### src/rtl/count_wrap_monitor.sv
// -----------------------------------------------------------------------------
// count_wrap_monitor
//
// Watches the 4-bit value of an upstream ripple carry counter and checks that
// it advances by exactly +1 (mod 16) on every clock. It counts 15->0 wraps and
// raises a sticky fault when the counter jumps or stalls for too long.
//
// All outputs are registered: each one reflects the q sampled on the previous
// rising edge of clk.
//
// Parameters
//   WRAP_W     width of the saturating wrap counter
//   STALL_MAX  number of consecutive repeated samples tolerated; the next
//              repeat is a stall fault
//
// Ports
//   clk         sole clock, all state changes on posedge
//   reset       synchronous, active-high reset; dominates everything
//   q           counter value under observation
//   clear       synchronous request to drop the fault/lock and re-acquire
//   locked      high while a valid +1 sequence is being tracked
//   wrap_pulse  one-cycle pulse for every 15->0 wrap seen
//   wrap_count  number of wraps seen, saturating at all-ones
//   step_error  one-cycle pulse on entry into the fault state
//   fault       sticky fault flag
//   fault_code  00 none, 01 jump, 10 stall (11 never produced)
// -----------------------------------------------------------------------------
module count_wrap_monitor #(
  parameter int WRAP_W    = 8,
  parameter int STALL_MAX = 2
) (
  input  logic              clk,
  input  logic              reset,
  input  logic [3:0]        q,
  input  logic              clear,
  output logic              locked,
  output logic              wrap_pulse,
  output logic [WRAP_W-1:0] wrap_count,
  output logic              step_error,
  output logic              fault,
  output logic [1:0]        fault_code
);

  // The stall counter must be able to hold the value STALL_MAX itself,
  // because that is the value it is compared against.
  localparam int STALL_W = (STALL_MAX < 1) ? 1 : $clog2(STALL_MAX + 1);
  localparam logic [STALL_W-1:0] STALL_LIMIT = STALL_W'(STALL_MAX);

  typedef enum logic [1:0] {
    IDLE  = 2'd0,
    TRACK = 2'd1,
    FAULT = 2'd2
  } state_t;

  typedef enum logic [1:0] {
    FC_NONE  = 2'b00,
    FC_JUMP  = 2'b01,
    FC_STALL = 2'b10
  } fault_code_t;

  // ---------------------------------------------------------------------------
  // State and next-state signals
  // ---------------------------------------------------------------------------
  state_t              state,        state_d;
  logic [3:0]          prev_q,       prev_q_d;
  logic [STALL_W-1:0]  stall_cnt,    stall_cnt_d;
  fault_code_t         fault_code_r, fault_code_d;
  logic                locked_d;
  logic                wrap_pulse_d;
  logic                step_error_d;
  logic                fault_d;
  logic [WRAP_W-1:0]   wrap_count_d;

  // ---------------------------------------------------------------------------
  // Step classification against the previously captured sample
  // ---------------------------------------------------------------------------
  logic [3:0] q_next_expected;
  logic       step_ok;
  logic       step_same;
  logic       wrap_seen;
  logic       wrap_full;

  // The 4-bit add wraps 15 -> 0 on its own, which is exactly the mod-16 rule.
  assign q_next_expected = prev_q + 4'd1;
  assign step_ok         = (q == q_next_expected);
  assign step_same       = (q == prev_q);
  // Only meaningful together with step_ok, which then implies q == 0.
  assign wrap_seen       = (prev_q == 4'hF);
  assign wrap_full       = &wrap_count;

  // ---------------------------------------------------------------------------
  // Next-state and registered-output logic
  // ---------------------------------------------------------------------------
  always_comb begin
    // NOTE: every signal written below gets a default first, so no path
    // through the case/if tree can leave one unassigned and infer a latch.
    state_d      = state;
    prev_q_d     = prev_q;
    stall_cnt_d  = stall_cnt;
    fault_code_d = fault_code_r;
    locked_d     = locked;
    fault_d      = fault;
    wrap_count_d = wrap_count;
    wrap_pulse_d = 1'b0;
    step_error_d = 1'b0;

    unique case (state)
      IDLE: begin
        // Capture a reference sample; nothing can be checked yet. A clear
        // arriving here has nothing extra to undo.
        prev_q_d    = q;
        stall_cnt_d = '0;
        locked_d    = 1'b0;
        state_d     = TRACK;
      end

      TRACK: begin
        prev_q_d = q;
        if (clear) begin
          // Clear wins over this cycle's step check.
          state_d      = IDLE;
          stall_cnt_d  = '0;
          locked_d     = 1'b0;
          fault_d      = 1'b0;
          fault_code_d = FC_NONE;
        end else if (step_ok) begin
          stall_cnt_d = '0;
          locked_d    = 1'b1;
          if (wrap_seen) begin
            // A saturated counter still reports every wrap on the pulse.
            wrap_pulse_d = 1'b1;
            if (!wrap_full) begin
              wrap_count_d = wrap_count + WRAP_W'(1);
            end
          end
        end else if (step_same) begin
          if (stall_cnt == STALL_LIMIT) begin
            state_d      = FAULT;
            step_error_d = 1'b1;
            fault_d      = 1'b1;
            locked_d     = 1'b0;
            fault_code_d = FC_STALL;
          end else begin
            // Tolerated repeat: lock indication is left as it was.
            stall_cnt_d = stall_cnt + STALL_W'(1);
          end
        end else begin
          state_d      = FAULT;
          step_error_d = 1'b1;
          fault_d      = 1'b1;
          locked_d     = 1'b0;
          fault_code_d = FC_JUMP;
        end
      end

      FAULT: begin
        // q is ignored and prev_q / wrap_count stay frozen until cleared.
        if (clear) begin
          state_d      = IDLE;
          stall_cnt_d  = '0;
          locked_d     = 1'b0;
          fault_d      = 1'b0;
          fault_code_d = FC_NONE;
        end
      end

      default: begin
        state_d = IDLE;
      end
    endcase
  end

  // ---------------------------------------------------------------------------
  // Registers
  // ---------------------------------------------------------------------------
  always_ff @(posedge clk) begin
    // NOTE: sequential state uses non-blocking assignments so every register
    // samples the pre-edge values, independent of statement order.
    if (reset) begin
      state        <= IDLE;
      prev_q       <= '0;
      stall_cnt    <= '0;
      fault_code_r <= FC_NONE;
      locked       <= 1'b0;
      wrap_pulse   <= 1'b0;
      wrap_count   <= '0;
      step_error   <= 1'b0;
      fault        <= 1'b0;
    end else begin
      state        <= state_d;
      prev_q       <= prev_q_d;
      stall_cnt    <= stall_cnt_d;
      fault_code_r <= fault_code_d;
      locked       <= locked_d;
      wrap_pulse   <= wrap_pulse_d;
      wrap_count   <= wrap_count_d;
      step_error   <= step_error_d;
      fault        <= fault_d;
    end
  end

  assign fault_code = fault_code_r;

  // A wrap can only be flagged on a good step and step_error only on a bad
  // one, so the two pulses are mutually exclusive by construction.
  a_pulse_exclusive : assert property (@(posedge clk) disable iff (reset)
    !(wrap_pulse && step_error));

endmodule

### config.mk
export PLATFORM = sky130hd
export DESIGN_NAME = count_wrap_monitor
export DESIGN_NICKNAME = d
export VERILOG_FILES = /design/src/rtl/count_wrap_monitor.sv
export SDC_FILE = /design/constraint.sdc
export NUM_CORES = 1
export LEC_CHECK = 0
export BUFFER_PORTS_ARGS = -buffer_cell sky130_fd_sc_hd__buf_2
export CELL_PAD_IN_SITES_DETAIL_PLACEMENT = 0
export CELL_PAD_IN_SITES_GLOBAL_PLACEMENT = 1
export CORE_ASPECT_RATIO = 0.6
export CORE_MARGIN = 3
export CORE_UTILIZATION = 41
export DETAILED_ROUTE_END_ITERATION = 12
export PLACE_DENSITY_LB_ADDON = 0.3
export SLEW_MARGIN = 15
export SYNTH_ARGS = -nofsm -noshare
export SYNTH_HDL_FRONTEND = slang
export SYNTH_SLANG_ARGS = --single-unit
export TNS_END_PERCENT = 50
### constraint.sdc
create_clock -name clk -period 2.2 [get_ports clk]
set_clock_uncertainty 0.1 [all_clocks]
set_input_delay 0.22 -clock clk [delete_from_list [all_inputs] [get_ports clk]]
set_output_delay 0.22 -clock clk [all_outputs]
set_load 0.005 [all_outputs]
==> results.py <==
metrics = {
    "placed_design": {
        "gp_congestion": 0.8281,
        "dp_worst_setup_slack_ns": 0.06509,
        "port_buffers": 20,
        "hpwl_mm": 2.062,
    },
    "route": {
        "post_drt_wl_per_cell_um": 13.92,
        "dr.first_iter.drc_count": 66,
        "wirelength_mm": 2.784,
        "avgViaCountPerCell": 5.200,
        "drc": 0,
        "antenna_left": 0,
        "firstDrtPassIters": 4,
        "vias": 1040,
    },
    "cts": {
        "htree_levels": 1,
        "clockBufferDepth": 2,
        "cts_made_buffers": 3,
        "path_clk_slew_ns": 0.07,
        "cts-hold-fix-buffers": 0,
        "cts_tree": "built",
        "cts_sinks": 22,
        "clockRootBuffer": "clkbuf_8",
        "clk_latency_ns": 0.26,
    },
    "global_routing": {
        "grt_pass1_wl_mm": 4.388,
        "use_met3_pct": 4.511,
        "antenna_found_initial": 0,
        "grt_use_met1_pct": 23.41,
        "grt_usage_pct": 15.68,
        "grt_max_degree": 25,
        "gr-total-overflow": 0,
        "grt_pass1_vias": 910,
        "busiest_layer": "met1",
        "use_met2_pct": 22.18,
    },
    "layout": {
        "final_common_cell": "dfxtp_1",
        "antennaDiodeCount": 0,
        "drive_above_1_share_pct": 25.00,
        "area_growth_pct": 19.88,
        "final_util_pct": 54.78,
        "layout_common_cells": "dfxtp_1 (22), buf_2 (20), nand2_1 (12), nand3_1 (10), a21oi_1 (10)",
        "finalNetCount": 176,
    },
    "synth": {
        "synthTopCellsByArea": "dfxtp_1 (36%), ha_1 (7.2%), a21oi_1 (4.1%), nand2b_1 (4.1%), nand3_1 (4.1%)",
        "ys_seq_area_share_pct": 36.44,
        "synthCells": 134,
        "synth-warning-count": 0,
        "yosys.area.top_type": "dfxtp_1",
        "yosysUniqueCellTypes": 34,
        "syn_area_um2": 1209,
        "synth_top_area_share_pct": 36.44,
        "syn-num-nets": 148,
        "synth-seq-cells": 22,
        "avgSynthCellArea_um2": 9.020,
    },
    "die": {
        "io_pins": 21,
        "rows": 14,
        "die_h_um": 48.06,
        "initial_core_util_pct": 45.70,
        "dieArea_um2": 3657,
        "coreArea_um2": 2645,
        "die_w_um": 76.10,
    },
    "critical_path": {
        "path_class": "flop to flop",
        "critPathLaunchType": "flop",
        "max_stage_delay_ns": 0.44,
        "cpMaxStageDelayCell": "dfxtp_1",
        "worstPathCellList": "nand3_1 > xnor2_1 > o2111ai_4 > buf_4 > or3_1 > a21oi_1",
        "critical_path_required_ns": 2.29,
        "path_max_fanout": 10,
        "worst_ep_arrival_time_ns": 2.20,
        "critPathCaptureType": "flop",
    },
    "power": {
        "leakage_nw": 0.5960,
        "vdd_drop_max_v": 0.0003516,
        "power_density_nw_per_um2": 602.8,
    },
    "timing": {
        "drv_slew": 0,
        "finalWorstSetupSlack_ns": 0.09678,
        "period_needed_ns": 2.103,
        "hold_viol_final": 0,
        "max_freq_mhz": 475.5,
        "setup_viol": 0,
        "slew_headroom_pct": 71.49,
        "worst_pin_slew_ns": 0.4276,
        "fin_crit_sh_pct": 95.60,
    },
    "status": {
        "status": "completed",
    },
    "flow_run": {
        "max-cap-violations": 0,
    },
    "hold_path": {
        "min_path_type": "input pin to flop",
    },
}
[power breakdown]
part | internal, W | total [W] | switching [W]
clock network | 0.000122 | 0.000247 | 0.000125
registers | 0.000417 | 0.000434 | 0.0000172
logic | 0.0000854 | 0.000192 | 0.000107
[area by class of cell]
class	instances	area (um2)
multi-input cells	105	757.0
flip-flops and latches	22	440.4
well taps	40	50.05
clock buffers	3	41.29
fillers	257	1196
inverters	4	15.01
repair buffers	26	145.1
[Yosys cell counts]
library cell and count:
a21oi_1 10, a21oi_2 1, a221oi_1 1, a31oi_1 3
and3_1 1, buf_6 1, clkbuf_1 2, dfxtp_1 22
ha_1 7, inv_1 4, mux2_4 1, mux2i_1 4
nand2_1 12, nand2b_1 8, nand3_1 10, nand4_1 1
nand4_2 1, nor2_1 6, nor2b_1 2, nor3_1 2
nor3_2 1, o2111ai_2 1, o21ai_0 4, o21ai_1 5
o22ai_2 1, o31ai_1 2, or2_4 1, or3_1 6
or3b_1 1, or4_1 4, xnor2_1 3, xnor2_2 2
xnor3_1 1, xor2_1 3
[cell families after synthesis]
| kind of cell | count (synthesis) | synth area share (%) |
|---|---|---|
| fa+ha+maj | 7 | 7.246 |
| buf+inv | 7 | 2.795 |
| mux | 5 | 4.555 |
| flops | 22 | 36.44 |
| xor+xnor | 9 | 8.903 |
| compound gates | 28 | 14.39 |
| simple gates | 56 | 25.67 |
[per-stage QoR]
step	power (W)	instances	hold slack (ns)	TNS [ns]	cell area (um2)
2_1_floorplan	0.0005702	134	0.2812	0	1209
3_3_place_gp	0.0006228	195	0.3584	0	1370
3_5_place_dp	0.0006257	195	0.3578	0	1370
4_1_cts	0.0008807	198	0.1401	0	1411
5_1_grt	0.0009190	200	0.1675	-0.01536	1449
6_report	0.0008733	200	0.1523	0	1449
[critical path, delay by kind of cell (launching register included)]
family          cells  cell delay [ns]
simple gates        2             0.48
flops               1             0.44
xor+xnor            1             0.40
compound gates      2             0.41
buf+inv             1             0.21
[worst paths after layout]
path | start | slack (ns) | to | depth (start not counted)
max | prev_q[2]$_SDFFE_PP0P_ | 0.1 | wrap_count[2]$_SDFFE_PP0P_ | 6
min | q[3] | 0.15 | prev_q[3]$_SDFFE_PP0P_ | 3
max reg2reg | prev_q[2]$_SDFFE_PP0P_ | 0.1 | wrap_count[2]$_SDFFE_PP0P_ | 6
min reg2reg | fault_code[1]$_SDFFE_PP0P_ | 0.38 | fault_code[1]$_SDFFE_PP0P_ | 2
[registers in the layout, summed over array words and instances (netlist names)]
signal / count
wrap_pulse: 1
prev_q: 4
fault: 1
state: 2
fault_code: 2
wrap_count: 8
step_error: 1
stall_cnt: 2
locked: 1
[metal layers]
metal | wire length, um | vias to the layer above | part of all wire, %
li1 | - | 538 | -
met1 | 1441 | 464 | 52
met2 | 1059 | 33 | 38
met3 | 246 | 5 | 8.8
met4 | 36 | 0 | 1.3
met5 | 0 | - | 0
[what timing repair did]
item	in CTS	in global routing
setup buffers	0	2
resized for setup	0	4
setup endpoints to repair	0	8
(Power assumes the default switching activity.)
